[src/rtl/control_loop_cmd_bridge.sv]
// rtl/control_loop_cmd_bridge.sv - Wishbone slave that runs control-loop command handshakes for the CPU
//
// Purpose: the CPU loads a 64-bit input word and a command code through
// 32-bit registers, then triggers a transaction. The bridge raises start_cmd,
// waits for finish_cmd (or a timeout), latches word_out, waits for the loop to
// drop finish_cmd, and reports busy/done/timeout/collision status.
//
// Ports:
//   clk, rst_L          - single clock, synchronous active-low reset
//   wb_cyc/stb/we/adr   - Wishbone classic request (3-bit word address)
//   wb_dat_w, wb_dat_r  - write data in, registered read data out
//   wb_ack              - registered single-cycle acknowledge
//   cmd, word_in        - command and data presented to the loop
//   word_out            - data returned by the loop
//   start_cmd           - request to the loop
//   finish_cmd          - completion from the loop

`ifndef CONTROL_LOOP_CMD_WIDTH
`define CONTROL_LOOP_CMD_WIDTH 8
`endif

module control_loop_cmd_bridge #(
  parameter int CMD_WID     = `CONTROL_LOOP_CMD_WIDTH,
  parameter int DATA_WID    = 64,
  parameter int TIMEOUT_WID = 24,
  parameter int TIMEOUT     = 1_000_000
) (
  input  logic                clk,
  input  logic                rst_L,
  input  logic                wb_cyc,
  input  logic                wb_stb,
  input  logic                wb_we,
  input  logic [2:0]          wb_adr,
  input  logic [31:0]         wb_dat_w,
  output logic [31:0]         wb_dat_r,
  output logic                wb_ack,
  output logic [CMD_WID-1:0]  cmd,
  output logic [DATA_WID-1:0] word_in,
  input  logic [DATA_WID-1:0] word_out,
  output logic                start_cmd,
  input  logic                finish_cmd
);

  typedef enum logic [1:0] {
    S_IDLE    = 2'd0,
    S_REQ     = 2'd1,
    S_RELEASE = 2'd2
  } state_e;

  localparam logic [2:0] ADR_CTRL    = 3'd0;
  localparam logic [2:0] ADR_WIN_LO  = 3'd1;
  localparam logic [2:0] ADR_WIN_HI  = 3'd2;
  localparam logic [2:0] ADR_WOUT_LO = 3'd3;
  localparam logic [2:0] ADR_WOUT_HI = 3'd4;

  localparam logic [TIMEOUT_WID-1:0] CNT_LAST = TIMEOUT_WID'(TIMEOUT - 1);

  state_e                 state_q, state_d;
  logic [TIMEOUT_WID-1:0] cnt_q, cnt_d;
  logic [CMD_WID-1:0]     cmd_q, cmd_d;
  logic [DATA_WID-1:0]    win_q, win_d;
  logic [DATA_WID-1:0]    wout_q, wout_d;
  logic                   done_q, done_d;
  logic                   timeout_q, timeout_d;
  logic                   coll_q, coll_d;
  logic                   ack_q, ack_d;
  logic [31:0]            dat_r_q, dat_r_d;

  logic        bus_req;
  logic        bus_wr;
  logic        busy;
  logic        start_req;
  logic [63:0] win64;
  logic [63:0] wout64;
  logic [63:0] win_wr_lo;
  logic [63:0] win_wr_hi;
  logic [31:0] rd_data;

  // A request is accepted only while ack is low, so a master that holds
  // cyc/stb through the ack cycle gets exactly one ack per access.
  assign bus_req   = wb_cyc & wb_stb & ~ack_q;
  assign bus_wr    = bus_req & wb_we;
  assign busy      = (state_q != S_IDLE);
  assign start_req = bus_wr && (wb_adr == ADR_CTRL) && !wb_dat_w[31] && !busy;

  // 64-bit views so the halves map cleanly for any DATA_WID up to 64; bits
  // at or above DATA_WID read as zero and are dropped on write.
  assign win64     = 64'(win_q);
  assign wout64    = 64'(wout_q);
  assign win_wr_lo = {win64[63:32], wb_dat_w};
  assign win_wr_hi = {wb_dat_w, win64[31:0]};

  always_comb begin : read_mux
    rd_data = 32'd0;
    case (wb_adr)
      ADR_CTRL:    rd_data = {28'd0, coll_q, timeout_q, done_q, busy};
      ADR_WIN_LO:  rd_data = win64[31:0];
      ADR_WIN_HI:  rd_data = win64[63:32];
      ADR_WOUT_LO: rd_data = wout64[31:0];
      ADR_WOUT_HI: rd_data = wout64[63:32];
      default:     rd_data = 32'd0;
    endcase
  end

  always_comb begin : next_state
    state_d   = state_q;
    cnt_d     = cnt_q;
    cmd_d     = cmd_q;
    win_d     = win_q;
    wout_d    = wout_q;
    done_d    = done_q;
    timeout_d = timeout_q;
    coll_d    = coll_q;
    ack_d     = bus_req;
    dat_r_d   = (bus_req && !wb_we) ? rd_data : 32'd0;

    // Register writes. cmd and word_in are frozen while busy; an attempt to
    // change them (or to start again) is acked but only flags a collision.
    if (bus_wr) begin
      case (wb_adr)
        ADR_CTRL: begin
          if (wb_dat_w[31]) begin
            coll_d = 1'b0;
          end else if (busy) begin
            coll_d = 1'b1;
          end else begin
            cmd_d     = wb_dat_w[CMD_WID-1:0];
            done_d    = 1'b0;
            timeout_d = 1'b0;
          end
        end
        ADR_WIN_LO: begin
          if (busy) coll_d = 1'b1;
          else      win_d  = win_wr_lo[DATA_WID-1:0];
        end
        ADR_WIN_HI: begin
          if (busy) coll_d = 1'b1;
          else      win_d  = win_wr_hi[DATA_WID-1:0];
        end
        default: begin
        end
      endcase
    end

    // Handshake sequencing. start_cmd is decoded from S_REQ, so it rises on
    // the start write's ack edge and falls on the edge that leaves S_REQ.
    case (state_q)
      S_IDLE: begin
        if (start_req) begin
          state_d = S_REQ;
          cnt_d   = '0;
        end
      end
      S_REQ: begin
        // Finish is checked first so it wins over a simultaneous expiry.
        if (finish_cmd) begin
          wout_d  = word_out;
          state_d = S_RELEASE;
        end else if (cnt_q == CNT_LAST) begin
          timeout_d = 1'b1;
          state_d   = S_RELEASE;
        end else begin
          cnt_d = cnt_q + TIMEOUT_WID'(1);
        end
      end
      S_RELEASE: begin
        if (!finish_cmd) begin
          state_d = S_IDLE;
          if (!timeout_q) done_d = 1'b1;
        end
      end
      default: begin
        state_d = S_IDLE;
      end
    endcase
  end

  always_ff @(posedge clk) begin
    if (!rst_L) begin
      state_q   <= S_IDLE;
      cnt_q     <= '0;
      cmd_q     <= '0;
      win_q     <= '0;
      wout_q    <= '0;
      done_q    <= 1'b0;
      timeout_q <= 1'b0;
      coll_q    <= 1'b0;
      ack_q     <= 1'b0;
      dat_r_q   <= 32'd0;
    end else begin
      state_q   <= state_d;
      cnt_q     <= cnt_d;
      cmd_q     <= cmd_d;
      win_q     <= win_d;
      wout_q    <= wout_d;
      done_q    <= done_d;
      timeout_q <= timeout_d;
      coll_q    <= coll_d;
      ack_q     <= ack_d;
      dat_r_q   <= dat_r_d;
    end
  end

  assign wb_ack    = ack_q;
  assign wb_dat_r  = dat_r_q;
  assign cmd       = cmd_q;
  assign word_in   = win_q;
  assign start_cmd = (state_q == S_REQ);

endmodule

[config.mk]
export PLATFORM = sky130hd
export DESIGN_NAME = control_loop_cmd_bridge
export DESIGN_NICKNAME = d
export VERILOG_FILES = /design/src/rtl/control_loop_cmd_bridge.sv
export SDC_FILE = /design/constraint.sdc
export NUM_CORES = 1
export LEC_CHECK = 0
export CAP_MARGIN = 30
export CORE_MARGIN = 3
export CORE_UTILIZATION = 40
export CTS_BUF_LIST = sky130_fd_sc_hd__clkbuf_4
export CTS_CLUSTER_SIZE = 16
export DETAILED_ROUTE_END_ITERATION = 8
export PLACE_DENSITY = 0.68
export SYNTH_ARGS = -nofsm -noshare
export SYNTH_HDL_FRONTEND = slang
export SYNTH_SLANG_ARGS = --single-unit
[constraint.sdc]
create_clock -name clk -period 2.8 [get_ports clk]
set_input_delay 0.28 -clock clk [delete_from_list [all_inputs] [get_ports clk]]
set_output_delay 0.28 -clock clk [all_outputs]
set_load 0.05 [all_outputs]
[Word level (Yosys, flattened, before mapping)]
Cells that the tools add are included.
W data, S select, Z words.
Storage, ports and cells
  output and inout port bits: 106
  register bits: 198
  word-level logic and storage cells: 83
Cells by class
  add/sub/neg operators: 1
  bitwise operators: 8
  equal/unequal tests: 12
  mux-type cells: 30
  reductions and logical operators: 21
Operator list (number)
  $pmux W32 S5: 1
  $pmux W64 S2: 1
  $mux W24: 3
  $mux W64: 1
  $pmux W24 S2: 1
  $mux W32: 1
  $add A24 B1 Y24 const B: 1
  $eq A24 B20 Y1 const B: 1
  $mux W1: 16
  $reduce_and A4 Y1: 4
  $mux W2: 4
  $ne A2 B2 Y1 const B: 4
  $eq A3 B2 Y1 const B: 2
  $pmux W2 S3: 1
  $reduce_and A2 Y1: 3
  $reduce_bool A2 Y1: 3
  $not A1 Y1: 5
  $logic_and A1 B1 Y1: 4
  $and A1 B1 Y1: 3
  $eq A3 B1 Y1 const B: 1
  $eq A3 B3 Y1 const B: 1
  $logic_not A1 Y1: 3
  $logic_not A3 Y1: 1
  $ne A3 B1 Y1 const B: 1
  6 further kinds: 6

[Logic depth before layout (Yosys ltp)]
Gate-level depths: netlist (run 1).
  word-level depth: 8
  gate-level depth with buffers: 8
  mapped depth without buffers: 5

[Worst setup path before layout (run 1)]
No wires, ideal clock.
  kind: in2reg
  start point: input port wb_adr[0]
  end point: register cnt_q[7]
  arrival: 2092 ps
  library setup time: 59 ps
  path slack: 649 ps
  path buffers: 2
  stages on the path: 7
  path through: buf_2 > or4_4 > o31a_1 > a31o_2 > clkbuf_1 > or4_1 > nand2_1
On the way
  cells in the longest elaborated chain, start to end: 6
Ends and longest elaborated chain
  start, declared: line 33  | input logic [2:0] wb_adr,
  $logic_not A3 Y1: line 84  | assign start_req = bus_wr && (wb_adr == ADR_CTRL) && !wb_dat_w[31] && !busy;
  $logic_and A1 B1 Y1 (3 in series): line 84
  $ne A2 B2 Y1 (no line)
  $reduce_and A4 Y1 (no line)
  end signal, assigned: line 192  | cnt_q <= cnt_d;
  end, declared: line 59  | logic [TIMEOUT_WID-1:0] cnt_q, cnt_d;
Every way passes these cells.
A chain may end at the register's enable or synchronous reset.

[Worst setup path in the final report (run 1)]
  start point: register state_q[0]
  end point: output port start_cmd
On the way
  cells in the longest elaborated chain, start to end: 1
Ends and longest elaborated chain
  start, declared: line 58  | state_e state_q, state_d;
  start signal, assigned: line 191  | state_q <= state_d;
  $eq A2 B1 Y1: line 208  | assign start_cmd = (state_q == S_REQ);
  end, declared: line 40  | output logic start_cmd,
Every way passes these cells.

==> flow_summary.ini, run 1 <==
[yosys]
avgSynthCellArea_um2 = 8.47
ys_seq_area_share_pct = 49.8
netlist.area_leader.share_pct = 49.8
yosysMostFrequentCell = nand2_1
synth_top_area_cell = dfxtp_1
synth-compound-area-share_pct = 23.9
yosysWarnings = 0
synth.distinct_cells = 49
synth-edff-count = 0
synth_xor_area_share_pct = 0.110
netlist_area_um2 = 7960
synth_fa_ha_area_share_pct = 0.157
synth_nets = 1045
synth_seq_cells = 198
synth.area.mux_share_pct = 1.53
synthCells = 939
yosys-top-cells-area = dfxtp_1, nand2_1, a21boi_0
synthSimpleGateAreaFrac_pct = 20.7
synth-main-ff-cell = dfxtp_1
synth_top_family_by_area = compound AO/OA/AOI/OAI gates
synth_common_cells = nand2_1, dfxtp_1, a21boi_0
synth_async_sr_flop_share_pct = 0

[critical_path]
rr_startpoint = cnt_q[6]
critPathRequiredTime_ns = 2.52
setup.worst_path.start = state_q[0]
cpPeakStageDelay_ns = 0.82
crit_chain = nand2b_1 > inv_1 > clkdlybuf4s50_1
critPathMaxFanout = 7
cp_slowest_cell = clkdlybuf4s50_1
cp.arrival_ns = 2.24
path_buf_inv = 2
cp-end-kind = output pin
critPathTopFamily = buffers and inverters
start_kind = flip-flop
critPathKind = reg -> out

[global_route]
met2_usage_pct = 34.7
grtUsageTotal_pct = 21.7
grt_pass1_wl_mm = 37.6
overflow = 0
grt_max_degree = 103
antenna_found_initial = 1
grt_use_met1_pct = 27.5
grt.busiest_layer = met2
grt_pass1_vias = 7077
grtUsageMet3_pct = 8.30

[clock_network]
numClockSinks = 198
clk_pin_slew_worst_paths_ns = 0.19
h-tree-depth = 4
clk_latency_ns = 0.59
cts_buffer_depth = 2
cts_resized = 0
numCtsBuffers = 17
cts_setup_buffers = 0
cts_root_buf = clkbuf_4
hold_buffers = 0
cts_tree = built

[placed_design]
place_area_um2 = 10400
gp_congestion = 0.842
post-place-ws_ns = 0.122
port_buffers = 210
dp.final_hpwl_mm = 16.1

[floorplan]
die_w_um = 147
io_pins = 211
start_util_pct = 41.6
core_um2 = 19100
die_h_um = 147
dieArea_um2 = 21600
rows = 50

[layout]
layout-drive-gt1-share_pct = 6.33
area_delta_synth_final_pct = 34.3
layout.nets = 1231
fin_area_um2 = 10700
num-fill-cells = 1802

[power]
p_sw_share_pct = 27.2
clkPwrFrac_pct = 32.3
switchingPower_uw = 1280
combPwrFrac_pct = 7.5
p_leak_uw = 0.00340
power_density_nw_per_um2 = 441
p_int_uw = 3430
peakVddDrop_v = 0.000238
p_seq_share_pct = 60.2

[timing]
tns_ns = 0
min_period_over_period_pct = 90.0
relSlewSlack_pct = 57.1
final.setup.worst_slack_ns = 0.279
slew_viol_final = 0
max_freq_mhz = 397
rsz0062_at_grt = no
skew_ns = 0.0243
setup_viol = 0
fin_crit_ns = 2.52
finalHoldViolCount = 0
worst_slew_pin_slew_ns = 0.642

[detailed_routing]
first_pass_iters = 5
drt-total-wl_mm = 23.6
detail_route.vias_per_cell = 5.16
vias = 7215
route.detailed.drc = 0
wl_per_cell_um = 16.9
drtAntennaViolNets = 0
first_iter_violations = 385

[run]
cap_violations = 0

[min_path]
min_from = rst_L
hp-class = in -> reg

[run_status]
outcome = finished clean
## sequential cells by signal, indices dropped and copies added, names as in the netlist
name and count:
cmd 8, cnt_q 24, coll_q 1, done_q 1, state_q 2, timeout_q 1
wb_ack 1, wb_dat_r 32, word_in 64, wout64 64
## layout by cell type (no fill, tap or decap), types with 2 or more instances in the layout
cell type	count
dfxtp_1	198
buf_12	4
and2_1	2
nor3_1	2
a21boi_1	3
nand2_1	278
nor2_2	2
o211ai_1	5
inv_1	5
clkdlybuf4s50_1	209
nor4b_1	3
and3_1	4
a21oi_1	54
nand4_1	7
o21ai_0	14
inv_8	2
buf_4	25
nor2b_1	10
or3_1	18
o31ai_1	4
nor2_1	10
nand3_1	11
or4_1	11
clkinv_8	5
and4_1	3
mux2i_1	11
clkbuf_4	17
a22oi_1	59
a21boi_0	127
inv_6	4
nand2b_1	2
## power groups by stage
stage               combinational [uW]  clock (uW)  sequential, uW
global placement                   356           0            2890
global route                       376        1670            2840
detailed placement                 355           0            2890
finish                             355        1520            2840
floorplan                          104           0            2920
CTS                                357        1570            2840
## layout make-up
class	count	area, um2	area share [%]
multi-input combinational	665	3720	34.9
clock inverter	15	164	1.53
sequential	198	3960	37.1
inverter	5	18.8	0.176
antenna	1	2.50	0.0234
tap	260	325	3.04
clock buffer	17	128	1.19
timing repair buffer	238	2360	22.1
## per-layer routing
layer  vias to the layer above  wire length [um]
li1                       3621                 -
met1                      3360             10500
met2                       211             10800
met3                        23              2030
met4                         0               307
met5                         -                 0
## final timing paths
kind,end,slack (ns),cells past startpoint
max,start_cmd,0.28,3
min,word_in[6],0.13,2
max reg2reg,cnt_q[23],0.56,5
min reg2reg,coll_q,0.47,2
## metrics by stage
stage	util [%]	hold slack, ns	std cells	total power [uW]
global route	55.8	0.0741	1399	4890
CTS	55.8	0.0804	1398	4760
floorplan	-	0.415	939	3020
global placement	54.3	0.443	1366	3250
finish	55.8	0.132	1399	4710
detailed placement	54.3	0.442	1366	3250
## logic make-up (layout without fill, tap and decap cells)
kind of cell / Yosys count / count (layout)
other: 0 / 1
buffers and inverters: 76 / 275
xor gates and xnor gates: 1 / 1
and+or+nand+nor: 376 / 376
DFF: 198 / 198
AOI/OAI and AO/OA: 275 / 275
adders and majority gates: 1 / 1
muxes: 12 / 12
(Power assumes the default switching activity.)
==> run 2: changes to the inputs <==
- GPL_ROUTABILITY_DRIVEN: unset -> 0
==> results of run 2 <==
Same layout as run 1: the final DEF is identical, and so are final timing and power.
